[config.mk]
export PLATFORM = sky130hd
export DESIGN_NAME = instr_fetch_unit
export DESIGN_NICKNAME = d
export VERILOG_FILES = /design/src/rtl/cpu_pkg.sv /design/src/rtl/instr_fetch_unit_sync_fifo.sv /design/src/rtl/instr_fetch_unit.sv
export SDC_FILE = /design/constraint.sdc
export NUM_CORES = 1
export LEC_CHECK = 0
export ABC_AREA = 1
export CAP_MARGIN = 20
export CORE_UTILIZATION = 40
export DETAILED_ROUTE_END_ITERATION = 10
export GPL_ROUTABILITY_DRIVEN = 1
export PLACE_DENSITY = 0.64
export SLEW_MARGIN = 10
export SYNTH_ARGS = -nofsm -noshare
export SYNTH_HDL_FRONTEND = slang
export SYNTH_SLANG_ARGS = --single-unit
[constraint.sdc]
create_clock -name clk -period 7.05 [get_ports clk]
set_input_delay 1.7625 -clock clk [delete_from_list [all_inputs] [get_ports clk]]
set_output_delay 1.7625 -clock clk [all_outputs]
set_load 0.02 [all_outputs]
[src/rtl/cpu_pkg.sv]
// ----------------------------------------------------------------------------
// cpu_pkg
// Shared CPU-wide constants and types used by the fetch stage.
//   XLEN     : architectural register / PC width
//   INSTR_W  : instruction word width
//   PC_STEP  : byte increment between sequential instruction words
//   fetch_entry_t : {pc, instr} pair carried through the prefetch buffer
//   align_pc : clears the two byte-offset bits of a fetch target
// ----------------------------------------------------------------------------
package cpu_pkg;

    localparam int XLEN    = 32;
    localparam int INSTR_W = 32;

    localparam logic [XLEN-1:0] PC_STEP = 32'd4;

    typedef struct packed {
        logic [XLEN-1:0]    pc;
        logic [INSTR_W-1:0] instr;
    } fetch_entry_t;

    function automatic logic [XLEN-1:0] align_pc(input logic [XLEN-1:0] pc);
        return {pc[XLEN-1:2], 2'b00};
    endfunction

endpackage

[src/rtl/instr_fetch_unit_sync_fifo.sv]
// ----------------------------------------------------------------------------
// sync_fifo
// Single-clock FIFO with combinational head read. DEPTH must be a power of 2
// and at least 2. A push while full is accepted only when a pop happens in
// the same cycle. Flush empties the FIFO and discards any same-cycle push.
// Ports:
//   clk, rst   : clock, synchronous active-low reset
//   i_flush    : drop all entries
//   i_push     : write i_wdata at the tail
//   i_pop      : advance the head (ignored when empty)
//   o_rdata    : current head entry
//   o_full     : DEPTH entries held
//   o_empty    : no entries held
//   o_count    : number of entries held
// ----------------------------------------------------------------------------
module sync_fifo #(
    parameter int WIDTH = 32,
    parameter int DEPTH = 4
) (
    input  logic                       clk,
    input  logic                       rst,
    input  logic                       i_flush,
    input  logic                       i_push,
    input  logic [WIDTH-1:0]           i_wdata,
    input  logic                       i_pop,
    output logic [WIDTH-1:0]           o_rdata,
    output logic                       o_full,
    output logic                       o_empty,
    output logic [$clog2(DEPTH+1)-1:0] o_count
);

    localparam int AW = $clog2(DEPTH);

    logic [WIDTH-1:0] r_mem [DEPTH];
    // One extra pointer bit distinguishes full from empty.
    logic [AW:0]      r_wptr;
    logic [AW:0]      r_rptr;
    logic             w_push;
    logic             w_pop;

    assign o_empty = (r_wptr == r_rptr);
    assign o_full  = (r_wptr[AW] != r_rptr[AW]) && (r_wptr[AW-1:0] == r_rptr[AW-1:0]);
    assign o_count = r_wptr - r_rptr;
    assign o_rdata = r_mem[r_rptr[AW-1:0]];

    assign w_pop  = i_pop && !o_empty;
    assign w_push = i_push && (!o_full || w_pop);

    always_ff @(posedge clk) begin
        if (!rst) begin
            r_wptr <= '0;
            r_rptr <= '0;
        end else if (i_flush) begin
            r_wptr <= '0;
            r_rptr <= '0;
        end else begin
            if (w_push) r_wptr <= r_wptr + 1'b1;
            if (w_pop)  r_rptr <= r_rptr + 1'b1;
        end
    end

    // Storage is not reset; a write during flush lands beyond the reset
    // pointers and is never read.
    always_ff @(posedge clk) begin
        if (w_push) r_mem[r_wptr[AW-1:0]] <= i_wdata;
    end

endmodule

[src/rtl/instr_fetch_unit.sv]
// ----------------------------------------------------------------------------
// instr_fetch_unit
// Fetch stage: issues sequential word reads to instruction memory, buffers
// returned words with their PCs in a prefetch FIFO and hands {pc, instr} to
// the core over valid/ready. A redirect flushes the buffer, retargets the
// fetch PC and marks every in-flight response as stale.
// Ports:
//   clk, rst        : clock, synchronous active-low reset
//   imem_req/addr   : read request and word-aligned byte address
//   imem_gnt        : memory accepts the request this cycle
//   imem_rvalid/rdata : in-order read response
//   redirect_valid/pc : core-requested PC change
//   out_valid/ready : handshake to the core
//   out_pc/instr    : head entry of the prefetch FIFO
// ----------------------------------------------------------------------------
module instr_fetch_unit
    import cpu_pkg::*;
#(
    parameter logic [XLEN-1:0] RESET_PC   = 32'h0000_0000,
    parameter int              FIFO_DEPTH = 4,
    parameter int              MAX_OUTST  = FIFO_DEPTH
) (
    input  logic               clk,
    input  logic               rst,
    output logic               imem_req,
    output logic [XLEN-1:0]    imem_addr,
    input  logic               imem_gnt,
    input  logic               imem_rvalid,
    input  logic [INSTR_W-1:0] imem_rdata,
    input  logic               redirect_valid,
    input  logic [XLEN-1:0]    redirect_pc,
    output logic               out_valid,
    input  logic               out_ready,
    output logic [XLEN-1:0]    out_pc,
    output logic [INSTR_W-1:0] out_instr
);

    localparam int CW = $clog2(FIFO_DEPTH + 1);
    localparam int OW = $clog2(MAX_OUTST + 1);
    localparam int SW = ((CW > OW) ? CW : OW) + 1;

    logic            r_active;
    logic [XLEN-1:0] r_fetch_pc;
    logic [OW-1:0]   r_outst;
    logic [OW-1:0]   r_drop;

    logic            w_active;
    logic [SW-1:0]   w_credit_used;
    logic            w_req;
    logic            w_issue;
    logic            w_resp;
    logic            w_resp_drop;
    logic            w_push;
    logic            w_pop;
    logic            w_flush;

    fetch_entry_t    w_push_entry;
    fetch_entry_t    w_head;
    logic            w_fifo_full;
    logic            w_fifo_empty;
    logic [CW-1:0]   w_occ;

    logic [XLEN-1:0] w_tag_pc;
    logic            w_tag_full;
    logic            w_tag_empty;
    logic [OW-1:0]   w_tag_count;
    logic            w_unused;

    // Outputs stay quiet during reset and for one cycle after it.
    assign w_active = rst && r_active;

    // Every in-flight request owns a FIFO slot, so a response always fits.
    assign w_credit_used = SW'(w_occ) + SW'(r_outst);

    assign w_req   = w_active && !redirect_valid
                     && (w_credit_used < SW'(FIFO_DEPTH))
                     && (r_outst < OW'(MAX_OUTST))
                     && !w_tag_full;
    assign w_issue = w_req && imem_gnt;

    // A response with no tag outstanding (e.g. left over from before reset)
    // is ignored.
    assign w_resp      = w_active && imem_rvalid && !w_tag_empty;
    assign w_resp_drop = w_resp && (r_drop != '0);
    assign w_push      = w_resp && !w_resp_drop && !redirect_valid;
    assign w_flush     = redirect_valid;

    assign w_push_entry.pc    = w_tag_pc;
    assign w_push_entry.instr = imem_rdata;

    assign out_valid = w_active && !w_fifo_empty;
    assign w_pop     = out_valid && out_ready;
    assign out_pc    = out_valid ? w_head.pc    : '0;
    assign out_instr = out_valid ? w_head.instr : '0;

    assign imem_req  = w_req;
    assign imem_addr = w_active ? r_fetch_pc : '0;

    assign w_unused = ^{w_fifo_full, w_tag_count};

    always_ff @(posedge clk) begin
        if (!rst) begin
            r_active   <= 1'b0;
            r_fetch_pc <= RESET_PC;
            r_outst    <= '0;
            r_drop     <= '0;
        end else begin
            r_active <= 1'b1;
            r_outst  <= r_outst + OW'(w_issue) - OW'(w_resp);
            if (redirect_valid) begin
                r_fetch_pc <= align_pc(redirect_pc);
                // Nothing issues in a redirect cycle, so everything still in
                // flight after this edge belongs to the old stream.
                r_drop     <= r_outst - OW'(w_resp);
            end else begin
                if (w_issue)     r_fetch_pc <= r_fetch_pc + PC_STEP;
                if (w_resp_drop) r_drop     <= r_drop - OW'(1);
            end
        end
    end

    sync_fifo #(
        .WIDTH ($bits(fetch_entry_t)),
        .DEPTH (FIFO_DEPTH)
    ) u_prefetch_fifo (
        .clk     (clk),
        .rst     (rst),
        .i_flush (w_flush),
        .i_push  (w_push),
        .i_wdata (w_push_entry),
        .i_pop   (w_pop),
        .o_rdata (w_head),
        .o_full  (w_fifo_full),
        .o_empty (w_fifo_empty),
        .o_count (w_occ)
    );

    // The tag queue is never flushed: stale responses still pop their tags,
    // which keeps tags aligned with returning data across redirects.
    sync_fifo #(
        .WIDTH (XLEN),
        .DEPTH (MAX_OUTST)
    ) u_tag_queue (
        .clk     (clk),
        .rst     (rst),
        .i_flush (1'b0),
        .i_push  (w_issue),
        .i_wdata (r_fetch_pc),
        .i_pop   (w_resp),
        .o_rdata (w_tag_pc),
        .o_full  (w_tag_full),
        .o_empty (w_tag_empty),
        .o_count (w_tag_count)
    );

endmodule

## Word level (Yosys, flattened, before mapping)

Memories as Yosys holds them, arrays and structs flattened. A register that Yosys moved wholly into a read port is not among the register bits.
Cells that the tools add are included.

- Register bits: 51
- Bits in writable memories: 384
- Input port bits: 70
- Output and inout port bits: 98
- Word-level logic and storage cells: 78
- Memories kept: 2

- $add $sub $neg: 11
- $lt $le $gt $ge: 2
- Eq/ne operators: 6
- Multiplexer cells: 16
- Bitwise gates (word level): 1
- Reductions and logical operators: 31

Memories:

| name | depth | bits a word | rd ports | clocked after memory_dff | wr ports | RTL line | text |
|---|---|---|---|---|---|---|---|
| u_prefetch_fifo.r_mem | 4 | 64 | 1 | 1 | 1 | instr_fetch_unit_sync_fifo.sv:34 | `logic [WIDTH-1:0] r_mem [DEPTH];` |
| u_tag_queue.r_mem | 4 | 32 | 1 | 1 | 1 | instr_fetch_unit_sync_fifo.sv:34 |  |

Operators by type and width:

| operator | count |
|---|---|
| two-way mux 32 bit | 5 |
| adder 32 x 3 -> 32 bit, second input constant | 1 |
| logical AND 1 bit | 19 |
| adder 3 x 1 -> 3 bit, second input constant | 4 |
| two-way mux 2 bit | 4 |
| == test 3 bit | 2 |
| logical NOT 1 bit | 6 |
| two-way mux 3 bit | 2 |
| subtractor 3 x 1 -> 3 bit | 2 |
| two-way mux 1 bit | 5 |
| adder 3 x 3 -> 4 bit | 1 |
| == test 2 bit | 2 |
| < comparator 4 x 3 -> 1 bit, second input constant | 1 |
| nonzero test 2 bit | 2 |
| adder 3 x 1 -> 3 bit | 1 |
| < comparator 3 bit, second input constant | 1 |
| nonzero test 3 bit | 1 |
| subtractor 3 x 1 -> 3 bit, second input constant | 1 |
| subtractor 3 bit | 1 |
| logical OR 1 bit | 2 |
| != test 1 bit | 2 |
| OR reduction 2 bit | 1 |
| NOT 1 bit | 1 |

## Longest topological paths before layout

- Depth in word-level cells: 10
- Depth in mapped cells: 20
- Gate-level depth less buffers: 18

## Cells and area by module

From an unflattened synthesis, not the netlist that was laid out.

- Cell total of the unflattened synthesis: 1711
- Area, all modules: 18607.8 µm²

Modules (own cells, without submodules):

| module | times used | cells each | area each (µm²) | sequential area each (µm²) |
|---|---|---|---|---|
| sync_fifo at u_prefetch_fifo | 1 | 692 | 10027.1 | 7847.5 |
| sync_fifo at u_tag_queue | 1 | 382 | 5245.0 | 4003.8 |
| instr_fetch_unit | 1 | 637 | 3335.7 | 740.7 |

## Worst setup path after synthesis

No wires, ideal clock.

- Kind: input to register
- Start: in rst
- End: mem u_prefetch_fifo.r_mem[0][0] (netlist name), enable pin
- Setup time: 0.483 ns
- Data arrival time: 5.109 ns
- Data required time: 6.567 ns
- Path slack: 1.459 ns
- Stages: 5
- Buffers on the path: 1
- Cells stage by stage: buf_4 -> nand2_1 -> o211ai_1 -> nand4_1 -> nor2_1

- Longest elaborated chain between the ends: 10
- Elaborated cells between the ends (all ways): 14
- Classes of those cells: mux: 2; reduce/logical: 12

Ends and longest elaborated chain:

| what | RTL line | text |
|---|---|---|
| start: declaration | instr_fetch_unit.sv:24 | `input logic rst,` |
| logical AND 1 bit (*) | instr_fetch_unit.sv:70 | `assign w_active = rst && r_active;` |
| logical AND 1 bit (2 in series) | instr_fetch_unit.sv:83 | `assign w_resp = w_active && imem_rvalid && !w_tag_empty;` |
| logical AND 1 bit | instr_fetch_unit.sv:84 | `assign w_resp_drop = w_resp && (r_drop != '0);` |
| logical NOT 1 bit | instr_fetch_unit.sv:85 | `assign w_push = w_resp && !w_resp_drop && !redirect_valid;` |
| logical AND 1 bit (2 in series) | instr_fetch_unit.sv:85 |  |
| logical AND 1 bit (*) | instr_fetch_unit_sync_fifo.sv:47 | `assign w_push = i_push && (!o_full \|\| w_pop);` |
| two-way mux 1 bit (*) | instr_fetch_unit_sync_fifo.sv:65 | `if (w_push) r_mem[r_wptr[AW-1:0]] <= i_wdata;` |
| two-way mux 1 bit (implied by the code) (*) | instr_fetch_unit_sync_fifo.sv:65 |  |
| end: declaration | instr_fetch_unit_sync_fifo.sv:34 |  |

Every way passes the cells marked *; elsewhere a longest branch is shown, timed or not.

## Worst setup path after layout

- Start: in rst
- End: out out_pc[19]

- Longest elaborated chain between the ends: 3

Ends and longest elaborated chain:

| what | RTL line | text |
|---|---|---|
| logical AND 1 bit | instr_fetch_unit.sv:70 |  |
| logical AND 1 bit | instr_fetch_unit.sv:91 | `assign out_valid = w_active && !w_fifo_empty;` |
| two-way mux 32 bit | instr_fetch_unit.sv:93 | `assign out_pc = out_valid ? w_head.pc : '0;` |
| end: declaration | instr_fetch_unit.sv:34 | `output logic [XLEN-1:0] out_pc,` |

Every way passes these cells.

==> impl_results.md <==
- Status: finished clean
- Row count: 76
- Buffer count from post-CTS setup fixing: 0
- VDD IR max: ~160 uV
- Final nets: approximately 1,900
- EDFF count, synth: 368
- Cell-by-cell trace of the critical path: clkdlybuf4s50_1 > nand2_1 > a21oi_2 > inv_2 > buf_4 > a21oi_1 > clkdlybuf4s50_1
- Crit path buf inv count: 4
- Nature of the critical path startpoint: input pin
- Via count: about 12,000
- Post-CTS sizing: 0
- Critical path's slowest cell: clkdlybuf4s50_1
- Largest net degree at the start of global routing: 97
- Die Wd: roughly 210 um
- Wire length on met2: ~19,000 um
- FF+latch count, synth: roughly 420
- Cell total after placement: ~2,400
- Most frequent cells after synthesis: nor2_1, edfxtp_1, nand2_1
- Final Max Tran Viols: 0
- Hold Path Class: flip-flop to flip-flop
- DR iter-0 viols: 772
- WL per Instance: between 15 and 20 um
- CTS root buffer: clkbuf_16
- CTS tree: built
- Distinct cell type count after synthesis: 31
- Leakage: 7.290 nW
- Hold_ws: about 0.49 ns
- Slew headroom: 0.3137
- RSZ-0062 raised after global routing: no
- Clock skew: between 0.03 and 0.04 ns
- CP peak stage delay: approximately 0.6 ns
- Top-area cell type share of the netlist area: 0.6219
- Primary FF master, synth: edfxtp_1
- Worst slew pin tran: between 1 and 1.5 ns
- Total GRT Usage: 0.1861
- # setup viols final: 0
- Total grt overflow: 0
- RD Place Congestion: slightly below 0.9
- Non-Filler Instances: around 2,400
- Antenna diodes: 0
- Dpl hpwl: 24,210 um
- Arr. time, crit path: slightly above 4 ns
- Largest fanout on the critical path: 38
- # hold bufs at CTS: 0
- Die height: 212.8 um
- Hold Path End: r_drop[0]
- Top Ports: between 150 and 200
- Placed cell areas: approximately 0.02 mm2
- Post-Synthesis Cell Area: ~0.018 mm2
- Reg clk slew, reported paths: 0.05 ns
- Met1 Routed Length: roughly 19,000 um
- Uppermost layer routed: met4
- Drt total wl: about 42,000 um
- Hold_sp: r_drop[0]
- Setup TNS: 0 ns
- CTS buffer count: 44
- Critical path type: input pin to primary output
- Synth Area per Inst: approximately 11 um2
- Initial antenna violation count: 0
- Clock sink count: approximately 420
- Cell with the most instances after synthesis: nor2_1
- Design area: about 0.021 mm2
- DR vias/cell: 5.058
- Core area: 0.04346 mm2
- Max_cap viols: 0
- Post-synth top area cell: edfxtp_1
- Met3 wire length: between 2000 and 3000 um
- Global-route wire length before repair: ~65,000 um
- Vias in the first global route: ~12,000
- Period utilization: 0.8365
- H-tree levels: 2
- Mapped Cells: between 1,500 and 2,000
- Peak Freq: roughly 170 MHz
- Clock Latency Late Sink: about 0.57 ns
- DRT Pass-1 Iters: 5
- CP endpoint kind: primary output
- Most common cell on crit path: clkdlybuf4s50_1
- Async S/R FF share, synth: 0
- R2r worst-path depth: 19
- Final ANT Viol Nets: 0
- Synth area leaders: edfxtp_1, nor2_1, dfxtp_1
- Hold depth: 2
- R2R setup slack: 3.33 ns
- Reg2reg start: u_prefetch_fifo.r_wptr[0]
- Delay-heaviest family, CP: buffers and inverters
- CP required: roughly 5.3 ns
- PwrDens: 238.0 mW/mm2
- Ys Warns: 0
- Max Buffers Root-to-Sink: 3
- Final hold viol count: 0
- Capturing point of the worst reg2reg path: r_outst[2]
- PortBufs: approximately 160
- Fraction of layout cells with a size suffix above 1: 0.05753
- Starting Density: 0.4089
- Min Tclk post-route: 5.898 ns
- # DRC: 0
- Post-synthesis sequential area ratio: 0.6816
- Die ar.: approximately 0.045 mm2
- Final Power: 0.005055 W
- P&R area growth vs syn: 19.53%
-- kinds of logic (layout without fill, tap and decap cells) --
kind of cell | count (synthesis) | in the layout | share of synthesized area
XOR/XNOR | 12 | 12 | 0.005915
AND/OR/NAND/NOR | 712 | 712 | 0.1564
adder cells (fa/ha/maj) | 23 | 23 | 0.01704
other | 1 | 4 | 0.0002110
AO/OA/AOI/OAI | 335 | 335 | 0.09717
flip-flops | 421 | 421 | 0.6816
buffers and inverters | 184 | 353 | 0.04168
-- worst register-to-register path, stage by stage, from the launching register on --
cell and delay (ns):
dfxtp_1 0.33, inv_1 0.14, ha_1 0.17, inv_1 0.05, fa_1 0.37, xnor2_1 0.18
ha_1 0.25, inv_1 0.06, nand2_1 0.04, nor2_1 0.09, nand2_1 0.07, nor2_2 0.16
nand3_2 0.08, buf_4 0.27, ha_1 0.35, inv_1 0.04, ha_1 0.19, fa_1 0.38
or2_2 0.30, a21oi_1 0.12
-- final cells by class --
class	instances	area, um2
Fill cell	3964	22220
Timing Repair Buffer	181	1762
Tap cell	585	732.0
Clock inverter	27	180.2
Sequential cell	421	12120
Clock buffer	51	1127
Inverter	94	352.8
Multi-Input combinational cell	1086	4969
-- registers in the layout (all words and copies together), names as in the netlist, named ones only --
name / flops
u_tag_queue.r_wptr: 3
u_prefetch_fifo.r_wptr: 3
r_fetch_pc: 30
r_outst: 3
r_drop: 3
u_prefetch_fifo.r_rptr: 3
u_tag_queue.r_mem: 120
u_prefetch_fifo.r_mem: 248
u_tag_queue.r_rptr: 3
r_active: 1
-- through the flow --
step,setup slack [ns],util
3_5_place_dp,1.101,0.4587
5_1_grt,0.9901,0.4887
3_3_place_gp,1.106,0.4587
4_1_cts,1.093,0.4887
2_1_floorplan,1.459,-
6_report,1.152,0.4887
-- power by group --
part           total [W]  internal, W  leakage, nW  switching, W
clock network    0.00211      0.00118        0.644      0.000921
logic           0.000186    0.0000754         2.88      0.000110
registers        0.00276      0.00273         3.77     0.0000347
-- cell usage in the layout, fill, tap and decap left out, drive strengths merged --
master / n
a211oi: 1
a21oi: 99
buf: 20
bufinv: 1
clkbuf: 51
clkdlybuf4s50: 161
clkinv: 24
clkinvlp: 2
conb: 4
dfxtp: 53
edfxtp: 368
fa: 2
ha: 21
inv: 94
nand2: 218
nand3: 54
nand4: 4
nor2: 431
nor3: 2
nor3b: 1
o211ai: 1
o21ai: 204
o22ai: 30
or2: 2
xnor2: 3
xor2: 9
-- worst max path at each step --
stage                     depth (start not counted)  from                          end  slack [ns]
after global routing                              7   rst                out_instr[18]        0.99
after detailed placement                          7   rst                   out_pc[22]        1.10
after global placement                            7   rst                   out_pc[22]        1.11
after floorplan                                   5   rst  u_prefetch_fifo.r_mem[0][0]        1.46
final                                             7   rst                   out_pc[19]        1.15
after CTS                                         7   rst                   out_pc[22]        1.09
-- per-layer routing --
layer | vias up | GRT usage
met5 | - | 0
met4 | 0 | 0.05557
met3 | 56 | 0.03309
met2 | 367 | 0.3067
met1 | 5893 | 0.2508
li1 | 6052 | -
No activity file was read; power rests on OpenSTA's default activity.
